`src/rtl/nrs_gold_pkg.sv`:
```
// rtl/nrs_gold_pkg.sv - shared constants and FSM state type for the NRS Gold-sequence generator
//
// Purpose : feedback masks and load values for the two 31-bit LFSRs of the
//           Gold sequence c(n) = x1(n+NC) ^ x2(n+NC), plus the generator FSM states.
// Ports   : none (package).

package nrs_gold_pkg;

    // Feedback masks on s[30:0]; s[0] is the oldest bit x(n).
    localparam logic [30:0] X1_TAPS    = 31'h0000_0009;
    localparam logic [30:0] X2_TAPS    = 31'h0000_000F;

    // x1(0) = 1, x1(1..30) = 0
    localparam logic [30:0] X1_INIT    = 31'h0000_0001;

    localparam int          NC_DEFAULT = 1600;

    typedef enum logic [1:0] {
        IDLE   = 2'd0,
        WARMUP = 2'd1,
        RUN    = 2'd2
    } gold_state_t;

endpackage

```
`src/rtl/nrs_lfsr31_par.sv`:
```
// rtl/nrs_lfsr31_par.sv - 31-bit Fibonacci LFSR advancing P positions per clock
//
// Purpose : holds s[30:0] with s[0] = x(n) (oldest) and s[30] = x(n+30).
//           One advance produces x(n+31 .. n+30+P) and drops x(n .. n+P-1).
// Ports   : clk        - clock
//           rst        - asynchronous active-low reset (register clears to 0)
//           i_load     - load i_load_val (has priority over i_adv)
//           i_load_val - value to load
//           i_adv      - advance the register by P positions
//           o_state    - current register contents

module nrs_lfsr31_par
    import nrs_gold_pkg::*;
#(
    parameter int          P    = 8,
    parameter logic [30:0] TAPS = X1_TAPS
) (
    input  logic        clk,
    input  logic        rst,
    input  logic        i_load,
    input  logic [30:0] i_load_val,
    input  logic        i_adv,
    output logic [30:0] o_state
);

    logic [30:0] r_state;
    logic [30:0] w_next;

    // Unrolled feedback chain: e[0..30] is the current window and each new
    // bit e[31+k] depends only on e[k..k+3], which already exist because the
    // highest tap is 3 and P stays below 29.
    function automatic logic [30:0] f_advance(input logic [30:0] s);
        logic [30+P:0] e;
        logic          fb;
        e       = '0;
        e[30:0] = s;
        for (int k = 0; k < P; k++) begin
            fb = 1'b0;
            for (int i = 0; i < 31; i++) begin
                if (TAPS[i]) begin
                    fb = fb ^ e[k+i];
                end
            end
            e[31+k] = fb;
        end
        return e[30+P:P];
    endfunction

    always_comb begin
        w_next = f_advance(r_state);
    end

    always_ff @(posedge clk or negedge rst) begin
        if (!rst) begin
            r_state <= '0;
        end else if (i_load) begin
            r_state <= i_load_val;
        end else if (i_adv) begin
            r_state <= w_next;
        end
    end

    assign o_state = r_state;

endmodule

```
`src/rtl/nrs_gold_seq_gen.sv`:
```
// rtl/nrs_gold_seq_gen.sv - NB-IoT NRS Gold-sequence generator, P bits per clock
//
// Purpose : loads x1/x2 on start, runs the NC-bit warm-up internally, then
//           streams len words of c(n) over a valid/ready handshake.
// Ports   : clk        - clock
//           rst        - asynchronous active-low reset
//           start      - one-cycle pulse, loads seed and (re)starts a sequence
//           c_init     - x2 seed, sampled with start
//           len        - number of P-bit words, sampled with start
//           dout       - output word, dout[0] = earliest bit; zero when not valid
//           dout_valid - dout holds a word
//           dout_ready - consumer accepts dout
//           busy       - high in WARMUP or RUN
//           done       - one-cycle pulse after the last word is accepted

module nrs_gold_seq_gen
    import nrs_gold_pkg::*;
#(
    parameter int P    = 8,
    parameter int NC   = NC_DEFAULT,
    parameter int LENW = 16
) (
    input  logic            clk,
    input  logic            rst,
    input  logic            start,
    input  logic [30:0]     c_init,
    input  logic [LENW-1:0] len,
    output logic [P-1:0]    dout,
    output logic            dout_valid,
    input  logic            dout_ready,
    output logic            busy,
    output logic            done
);

    localparam int             WARM      = NC / P;
    localparam int             WCW       = (WARM > 1) ? $clog2(WARM) : 1;
    localparam logic [WCW-1:0] WARM_LAST = WCW'(WARM - 1);

    if ((P < 1) || (P > 28) || (NC < P) || ((NC % P) != 0)) begin : g_bad_param
        $error("nrs_gold_seq_gen: P must be 1..28 and divide NC");
    end

    gold_state_t     r_state;
    logic [WCW-1:0]  r_wcnt;
    logic [LENW-1:0] r_len_cnt;
    logic            r_valid;
    logic            r_busy;
    logic            r_done;

    logic [30:0]     w_s1;
    logic [30:0]     w_s2;
    logic            w_handshake;
    logic            w_adv;

    // r_valid is only ever set in RUN, so this is the RUN accept condition.
    assign w_handshake = r_valid & dout_ready;

    // start wins over a same-cycle handshake: the LFSRs reload instead.
    assign w_adv = !start && ((r_state == WARMUP) || w_handshake);

    nrs_lfsr31_par #(
        .P    (P),
        .TAPS (X1_TAPS)
    ) u_x1 (
        .clk        (clk),
        .rst        (rst),
        .i_load     (start),
        .i_load_val (X1_INIT),
        .i_adv      (w_adv),
        .o_state    (w_s1)
    );

    nrs_lfsr31_par #(
        .P    (P),
        .TAPS (X2_TAPS)
    ) u_x2 (
        .clk        (clk),
        .rst        (rst),
        .i_load     (start),
        .i_load_val (c_init),
        .i_adv      (w_adv),
        .o_state    (w_s2)
    );

    always_ff @(posedge clk or negedge rst) begin
        if (!rst) begin
            r_state   <= IDLE;
            r_wcnt    <= '0;
            r_len_cnt <= '0;
            r_valid   <= 1'b0;
            r_busy    <= 1'b0;
            r_done    <= 1'b0;
        end else begin
            r_done <= 1'b0;
            if (start) begin
                // Abort whatever is running; the aborted sequence gets no done.
                r_state   <= WARMUP;
                r_wcnt    <= '0;
                r_len_cnt <= len;
                r_valid   <= 1'b0;
                r_busy    <= 1'b1;
            end else begin
                case (r_state)
                    IDLE: begin
                    end
                    WARMUP: begin
                        if (r_wcnt == WARM_LAST) begin
                            r_wcnt <= '0;
                            if (r_len_cnt != '0) begin
                                r_state <= RUN;
                                r_valid <= 1'b1;
                            end else begin
                                r_state <= IDLE;
                                r_busy  <= 1'b0;
                                r_done  <= 1'b1;
                            end
                        end else begin
                            r_wcnt <= r_wcnt + WCW'(1);
                        end
                    end
                    RUN: begin
                        if (w_handshake) begin
                            r_len_cnt <= r_len_cnt - LENW'(1);
                            if (r_len_cnt == LENW'(1)) begin
                                r_state <= IDLE;
                                r_valid <= 1'b0;
                                r_busy  <= 1'b0;
                                r_done  <= 1'b1;
                            end
                        end
                    end
                    default: begin
                        r_state <= IDLE;
                    end
                endcase
            end
        end
    end

    always_comb begin
        dout = '0;
        if (r_valid) begin
            dout = w_s1[P-1:0] ^ w_s2[P-1:0];
        end
    end

    assign dout_valid = r_valid;
    assign busy       = r_busy;
    assign done       = r_done;

endmodule

```
`config.mk`:
```
export PLATFORM = sky130hd
export DESIGN_NAME = nrs_gold_seq_gen
export DESIGN_NICKNAME = d
export VERILOG_FILES = /design/src/rtl/nrs_gold_pkg.sv /design/src/rtl/nrs_lfsr31_par.sv /design/src/rtl/nrs_gold_seq_gen.sv
export SDC_FILE = /design/constraint.sdc
export NUM_CORES = 1
export LEC_CHECK = 0
export ABC_CLOCK_PERIOD_IN_PS = 4750
export CAP_MARGIN = 20
export CORE_MARGIN = 2
export CORE_UTILIZATION = 60
export CTS_CLUSTER_DIAMETER = 120
export CTS_CLUSTER_SIZE = 10
export DETAILED_ROUTE_END_ITERATION = 12
export GPL_TIMING_DRIVEN = 0
export MAX_ROUTING_LAYER = met4
export PLACE_DENSITY = 0.82
export SLEW_MARGIN = 40
export SYNTH_ARGS = -nofsm -noshare
export SYNTH_HDL_FRONTEND = slang
export SYNTH_HIERARCHICAL = 1
export SYNTH_SLANG_ARGS = --single-unit
```
`constraint.sdc`:
```
create_clock -name clk -period 4.75 [get_ports clk]
set_clock_uncertainty 0.15 [all_clocks]
set_input_delay 1.1875 -clock clk [delete_from_list [all_inputs] [get_ports clk]]
set_output_delay 1.1875 -clock clk [all_outputs]
set_load 0.05 [all_outputs]
```
After elaboration in Yosys (flattened, before gate mapping). Cells that the tools add are included. Widths: inputs -> output; s select.

Mux-type cells: 33. Equality and inequality tests: 10. $add $sub $neg: 2. Reduce and logical (&&, ||, !) cells: 14. Bitwise operators: 34.

Operator list (number): $mux 31 (4); $mux 16 (3); $mux 8 (4); $xor 1x1->1 (32); $eq 16x1->1 const B (1); $reduce_bool 16->1 (1); $sub 16x1->16 const B (1); $mux 1 (13); $mux 2 (5); $reduce_and 5->1 (2); $ne 3x3->1 const B (3); $add 8x1->8 const B (1); $eq 8x8->1 const B (1); $reduce_bool 2->1 (4); $xor 8x8->8 (1); $ne 3x2->1 const B (2); $pmux 1 s2 (3); $pmux 2 s3 (1); $reduce_and 4->1 (1); $reduce_bool 3->1 (1); $eq 2x1->1 const B (1); $eq 2x2->1 const B (1); $logic_not 2->1 (1); $ne 2x2->1 const B (1); 5 further kinds (5).

Bits of input ports: 51. Word-level logic and storage cells: 101. Register bits: 91. Output and inout port bits: 11.

Longest topological paths before layout. Gate-level depths: netlist of run 1.

Word-level depth: 5. Depth in mapped cells: 8. Gate-level depth less buffers: 7.

Cells and area by module. Netlist of run 1, hierarchy kept.

By module, submodules not included: nrs_gold_seq_gen (area an instance 1770.4 um2, cells an instance 200, times used 1); nrs_lfsr31_par (u_x2) (area an instance 1562.7 um2, cells an instance 151, times used 1); nrs_lfsr31_par (u_x1) (area an instance 1550.2 um2, cells an instance 144, times used 1).

Least setup slack after synthesis of run 1. OpenSTA, ideal clock, no wires.

Path kind: register to output. From: register r_valid (netlist: dout_valid). To: output port dout[0]. Data arrival time: 1.730 ns. Path slack: 1.682 ns. Data required time: 3.413 ns. Stages on the path, launching flop included: 3. Path through: dfrtp_1 > clkinv_1 > nor2_1.

Longest elaborated chain between the ends: 1.

Ends and longest elaborated chain: start, declared (line nrs_gold_seq_gen.sv:46) `logic r_valid;`; start signal, assigned (line nrs_gold_seq_gen.sv:90) `r_valid <= 1'b0;`; start signal, assigned (line nrs_gold_seq_gen.sv:100) `r_valid <= 1'b0;`; start signal, assigned (line nrs_gold_seq_gen.sv:111) `r_valid <= 1'b1;`; $mux 8 (line nrs_gold_seq_gen.sv:142) `if (r_valid) begin`; end, declared (line nrs_gold_seq_gen.sv:28) `output logic [P-1:0] dout,`.

Every way passes these cells.

Final worst setup path of run 1.
From: register r_valid (netlist: dout_valid). To: output port dout[4].

Same word-level chain as after synthesis.

==> metrics.md, run 1 <==
| Metric | Value |
|---|---|
| Run status | `complete, no violations` |
| Detailed placement HPWL | `7846 um` |
| Tcrit/Tclk final | `74.56%` |
| DRC Markers | `0` |
| Initial DRC count | `214` |
| H-tree levels | `3` |
| Global-route congestion overflow total | `0` |
| Initial antenna violation count | `0` |
| Cell taking the most area after synthesis | `dfrtp_1` |
| WL met1 | `4963 um` |
| Synth area leaders | `dfrtp_1 (47%), mux2i_1 (11%), o21ai_0 (7.4%)` |
| Register bit total from synthesis | `91` |
| Antenna Nets Post-Route | `0` |
| Pwr Density | `382.6 mW/mm2` |
| Via count | `3,873` |
| Final Critical Period | `3.542 ns` |
| Final hold slack | `0.3773 ns` |
| Postcts setup bufs | `0` |
| Worst Setup End Kind | `output port` |
| Max Clk Rate | `282.4 MHz` |
| Clock root buffer | `clkbuf_8` |
| Chip Width | `94.22 um` |
| Synth Warn # | `6` |
| Fin nets | `654` |
| Clk Latency, worst-skew pair | `0.36 ns` |
| Core Util, Final | `75.96%` |
| Clk sinks | `91` |
| # rows | `32` |
| Routed length per instance | `15.50 um` |
| Arr. time, crit path | `2.20 ns` |
| Hold Vio Cnt, Final | `0` |
| First-pass detailed-route iteration total | `4` |
| Met3 wire length | `400 um` |
| Area grow syn2layout | `21.45%` |
| Final setup violating endpoints | `0` |
| Filler Cells Inserted | `569` |
| Sequential-to-total area share from yosys stat | `46.63%` |
| Share of the synthesized area in the top cell type | `46.63%` |
| Average size of a mapped cell | `9.866 um2` |
| Detailed Route WL | `10,910 um` |
| Initial Utilization | `62.55%` |
| Number of global-route vias before repair | `3,949` |
| Required @ worst endpoint | `3.41 ns` |
| Worst-path maximum fanout | `9` |
| Worst Tran Pin Value | `0.7256 ns` |
| Peak supply drop | `211.9 uV` |
| Via density | `5.501` |
| Layout cells sized above 1 | `7.973%` |
| RSZ-0062 raised after global routing | `false` |
| Resize count post-CTS | `0` |
| Post-synth EDFFs | `0` |
| Hold WC Path Type | `reg -> reg` |
| Hold Buf Count CTS | `0` |
| GP Congestion | `0.9119` |
| Reg clk slew, reported paths | `0.09 ns` |
| DIE HEIGHT | `94.22 um` |
| Uppermost layer routed | `met4` |
| Cell variety after synth | `50` |
| First-pass GRT wire length | `18,940 um` |
| Number of I/O port buffers | `61` |
| Die ar. | `0.008876 mm2` |
| # diodes | `0` |
| Rel. slew slack | `51.18%` |
| IO Pins | `62` |
| FFs w/ async S/R, synth | `100.0%` |
| DR WL met2 | `5414 um` |
| Core Region | `0.007807 mm2` |
| P_leak | `2.542 nW` |
| Mapped Area | `0.004883 mm2` |
| Syn Inst Count | `495` |
| CTS max path bufs | `2` |
| Main flop type after synthesis | `dfrtp_1` |
| CTS tree | `built` |
| Fin. max-slew vios | `0` |
| Overall routing resource usage | `28.12%` |
| Startpoint Class | `register` |
| Largest net degree at the start of global routing | `50` |
| Number of max-cap violations | `0` |
| TritonCTS Buffers | `9` |
| WS Path Type | `reg -> out` |
==> layout make-up <==
type / instances / area [um2] / area share, %
Timing Repair Buffer: 62 / 631.9 / 10.65
Buffer: 27 / 140.1 / 2.363
Inverter: 8 / 30.03 / 0.5063
Clock buffer: 10 / 137.6 / 2.321
Sequential cell: 91 / 2277 / 38.40
Clock inverter: 6 / 41.29 / 0.6962
Tap cell: 102 / 127.6 / 2.152
Multi-Input combinational cell: 398 / 2545 / 42.91
==> synthesized netlist by cell type, types with 2 or more instances <==
master     n
or3b_1     7
xnor2_1   32
nor2b_1    2
clkbuf_1  14
nor2_1    22
buf_4      4
a21oi_1    4
or3_1      4
ha_1       6
mux2i_1   55
o211ai_2   7
nand2b_1   3
nand2_1   86
buf_6      2
conb_1     2
and3_1     2
inv_1      7
dfrtp_1   91
o21ai_0   72
o21ai_1    6
nor4_1     4
nand3_1    8
or3b_2     2
o31ai_1    2
buf_2      7
nor3_1     6
xor2_1    15
==> per-layer routing <==
layer  up-vias  track usage, %
met4         0           7.729
met1      1896           36.85
li1       1882               -
met3        12           3.451
met5         -               -
met2        83           46.67
==> per-stage QoR <==
step | cells | area, um2 | worst slack [ns] | total power, mW | setup TNS (ns)
6_report | 704 | 5931 | 1.208 | 2.269 | 0
5_1_grt | 704 | 5931 | 1.052 | 2.411 | 0
4_1_cts | 704 | 5931 | 1.179 | 2.277 | 0
3_5_place_dp | 688 | 5752 | 1.012 | 1.796 | 0
3_3_place_gp | 687 | 5731 | -0.9428 | 1.768 | -85.31
2_1_floorplan | 524 | 4992 | 1.682 | 1.584 | 0
==> cells in the final DEF (no fill, tap or decap), types with 4 or more instances in the layout <==
master and count:
dfrtp_1 91, nand2_1 86, o21ai_0 72, clkdlybuf4s50_1 60, mux2i_1 55, xnor2_1 32
conb_1 31, nor2_1 22, xor2_1 15, clkbuf_1 14, clkbuf_8 10, nand3_1 8
inv_1 7, buf_2 7, or3b_1 7, o211ai_2 7, o21ai_1 6, nor3_1 6
ha_1 6, a21oi_1 4, or3_1 4, nor4_1 4, buf_4 4
==> cells by family (layout without fill, tap and decap cells) <==
kind of cell | count (synthesis) | count (layout) | synth area share, %
adder cells (fa/ha/maj) | 6 | 6 | 1.537
buffers and inverters | 35 | 113 | 3.484
multiplexers | 55 | 55 | 11.27
XOR/XNOR | 48 | 48 | 8.916
AND/OR/NAND/NOR | 156 | 156 | 15.37
flip-flops | 91 | 91 | 46.63
AO/OA/AOI/OAI | 102 | 102 | 12.63
other | 2 | 31 | 0.1538
==> critical path, cell delays in order, from the launching register on <==
cell and delay [ns]:
dfrtp_1 0.45, clkinv_1 0.32, nor2_1 0.25, clkdlybuf4s50_1 0.84
==> final timing paths <==
kind | from | end | slack [ns] | cells past startpoint
max | dout_valid | dout[4] | 1.21 | 3
min reg2reg | r_state[0] | r_state[0] | 0.38 | 1
min in group asynchronous | rst | r_len_cnt[8] | 0.60 | 1
min | r_state[0] | r_state[0] | 0.38 | 1
max in group asynchronous | rst | u_x1/o_state[1] | 3.25 | 2
max reg2reg | r_state[0] | r_len_cnt[15] | 2.55 | 7
==> state kept, by name (all words and copies together) (netlist names) <==
name,count
u_x1/o_state,31
u_x2/o_state,31
r_len_cnt,16
r_wcnt,8
r_state,2
busy,1
done,1
dout_valid,1
==> where the power goes <==
part	internal, mW	switching (mW)
logic	0.372	0.373
clock network	0.203	0.280
registers	0.913	0.128
total	1.49	0.780
Power figures use the tool's default switching activity.
==> inputs of run 2 (changes only) <==
--- a/config.mk
+++ b/config.mk
@@ -5,16 +5,16 @@
 export SDC_FILE = /design/constraint.sdc
 export NUM_CORES = 1
 export LEC_CHECK = 0
-export ABC_CLOCK_PERIOD_IN_PS = 4750
+export ABC_CLOCK_PERIOD_IN_PS = 3520
 export CAP_MARGIN = 20
 export CORE_MARGIN = 2
-export CORE_UTILIZATION = 60
+export CORE_UTILIZATION = 56
 export CTS_CLUSTER_DIAMETER = 120
 export CTS_CLUSTER_SIZE = 10
 export DETAILED_ROUTE_END_ITERATION = 12
 export GPL_TIMING_DRIVEN = 0
 export MAX_ROUTING_LAYER = met4
-export PLACE_DENSITY = 0.82
+export PLACE_DENSITY = 0.78
 export SLEW_MARGIN = 40
 export SYNTH_ARGS = -nofsm -noshare
 export SYNTH_HDL_FRONTEND = slang
==> constraint.sdc (replaced) <==
create_clock -name clk -period 3.52 [get_ports clk]
set_clock_uncertainty 0.15 [all_clocks]
set_input_delay 0.88 -clock clk [delete_from_list [all_inputs] [get_ports clk]]
set_output_delay 0.88 -clock clk [all_outputs]
set_load 0.05 [all_outputs]
==> run 2 against run 1 <==
- global-route usage fell by 2.2 points
- clock-buffer cell count unchanged
- core utilization down 6.2 points
- setup slack worse by 0.93 ns
- combinational power increased by 38%
==> metrics.md, run 2 (synthesis gave the netlist of run 1 again) <==
| Metric | Value |
|---|---|
| Final hold slack | `0.2436 ns` |
| Core Util, Final | `69.71%` |
| Chip Width | `97.39 um` |
| Worst-path maximum fanout | `9` |
| H-tree levels | `3` |
| DR WL met2 | `5651 um` |
| # rows | `34` |
| Global-route congestion overflow total | `0` |
| WS Path Type | `reg -> out` |
| Peak supply drop | `334.9 uV` |
| Postcts setup bufs | `0` |
| Clk Latency, worst-skew pair | `0.37 ns` |
| Initial antenna violation count | `0` |
| Commonest cells after routing, fill and taps aside | `dfrtp_1 (91), nand2_1 (86), o21ai_0 (72)` |
| Hold Buf Count CTS | `0` |
| Rel. slew slack | `49.80%` |
| WL met1 | `4935 um` |
| Area grow syn2layout | `22.67%` |
| TritonCTS Buffers | `9` |
| Hold Vio Cnt, Final | `0` |
| Arr. time, crit path | `2.21 ns` |
| Setup TNS | `0 ns` |
| Post-route setup slack | `0.2813 ns` |
| Core Region | `0.008593 mm2` |
| Uppermost layer routed | `met4` |
| Worst Tran Pin Value | `0.7462 ns` |
| R2R Path End | `r_len_cnt[13]` |
| Fin nets | `654` |
| # diodes | `0` |
| RSZ-0062 raised after global routing | `false` |
| Largest net degree at the start of global routing | `56` |
| Number of max-cap violations | `0` |
| R2R setup slack | `1.22 ns` |
| Via count | `3,843` |
| Initial DRC count | `145` |
| Final Critical Period | `3.239 ns` |
| Required @ worst endpoint | `2.49 ns` |
| Reg clk slew, reported paths | `0.09 ns` |
| CTS tree | `built` |
| DRC Markers | `0` |
| Number of I/O port buffers | `61` |
| Antenna Nets Post-Route | `0` |
| CTS max path bufs | `2` |
| Most common cell after layout, fill and taps aside | `dfrtp_1` |
| Startpoint Class | `register` |
| Overall routing resource usage | `25.93%` |
| Fin. max-slew vios | `0` |
| Detailed placement HPWL | `7956 um` |
| Detailed Route WL | `11,130 um` |
| First-pass GRT wire length | `19,430 um` |
| Hold WC Path Type | `in -> async` |
| Met3 wire length | `427 um` |
| Run status | `complete, no violations` |
| P_leak | `2.571 nW` |
| Max Clk Rate | `308.8 MHz` |
| DIE HEIGHT | `97.39 um` |
| Routed length per instance | `15.68 um` |
| Resize count post-CTS | `0` |
| Via density | `5.413` |
| Pwr Density | `539.1 mW/mm2` |
| Reg-to-Reg Start | `r_state[0]` |
| Clk sinks | `91` |
| Layout cells sized above 1 | `7.807%` |
| Post-Place Setup Slack | `0.07263 ns` |
| Number of global-route vias before repair | `4,003` |
| Worst Setup End Kind | `output port` |
| GP Congestion | `0.8853` |
| First-pass detailed-route iteration total | `4` |
| Tcrit/Tclk final | `92.01%` |
| IO Pins | `62` |
| Worst Reg-to-Reg Cells | `7` |
| Clock root buffer | `clkbuf_8` |
| Final setup violating endpoints | `0` |
| Initial Utilization | `56.83%` |
| Setup crit start | `dout_valid` |
| Die ar. | `0.009484 mm2` |
## run 2: power breakdown
part	total (mW)	switching [mW]	leakage [nW]	internal [mW]
sequential	1.40	0.168	1.12	1.23
combinational	1.03	0.521	1.34	0.504
clock	0.804	0.394	0.109	0.410
## run 2: worst max-delay path by stage
stage	slack, ns	endpoint
after floorplan	0.76	dout[0]
after global placement	-1.92	u_x1/o_state[29]
after detailed placement	0.07	u_x2/o_state[15]
after CTS	0.31	dout[3]
after global routing	0.19	dout[3]
final	0.28	dout[0]
## run 2: cell type report
class | count | area, um2
buffer | 27 | 140.1
clock buffer | 10 | 127.6
clock inverter | 6 | 96.34
fill | 674 | 2603
inverter | 8 | 30.03
multi-input combinational | 398 | 2545
sequential | 91 | 2277
tap | 108 | 135.1
timing repair buffer | 62 | 639.4
## run 2: worst max-delay path, cell delays in order, from the launching register on
cell,delay [ns]
dfrtp_1,0.45
clkinv_1,0.31
nor2_1,0.25
clkdlybuf4s50_1,0.84
## run 2: per-layer routing
| layer | vias up | GRT usage [%] |
|---|---|---|
| li1 | 1882 | - |
| met1 | 1863 | 33.68 |
| met2 | 87 | 42.23 |
| met3 | 11 | 5.468 |
| met4 | 0 | 6.090 |
| met5 | - | - |
## run 2: stage by stage
step	cells	power [mW]	instance area, um2
finish	710	3.230	5991
detailed placement	694	2.435	5767
floorplan	524	2.137	4992
global placement	693	2.395	5738
global route	710	3.429	5991
CTS	710	3.249	5991
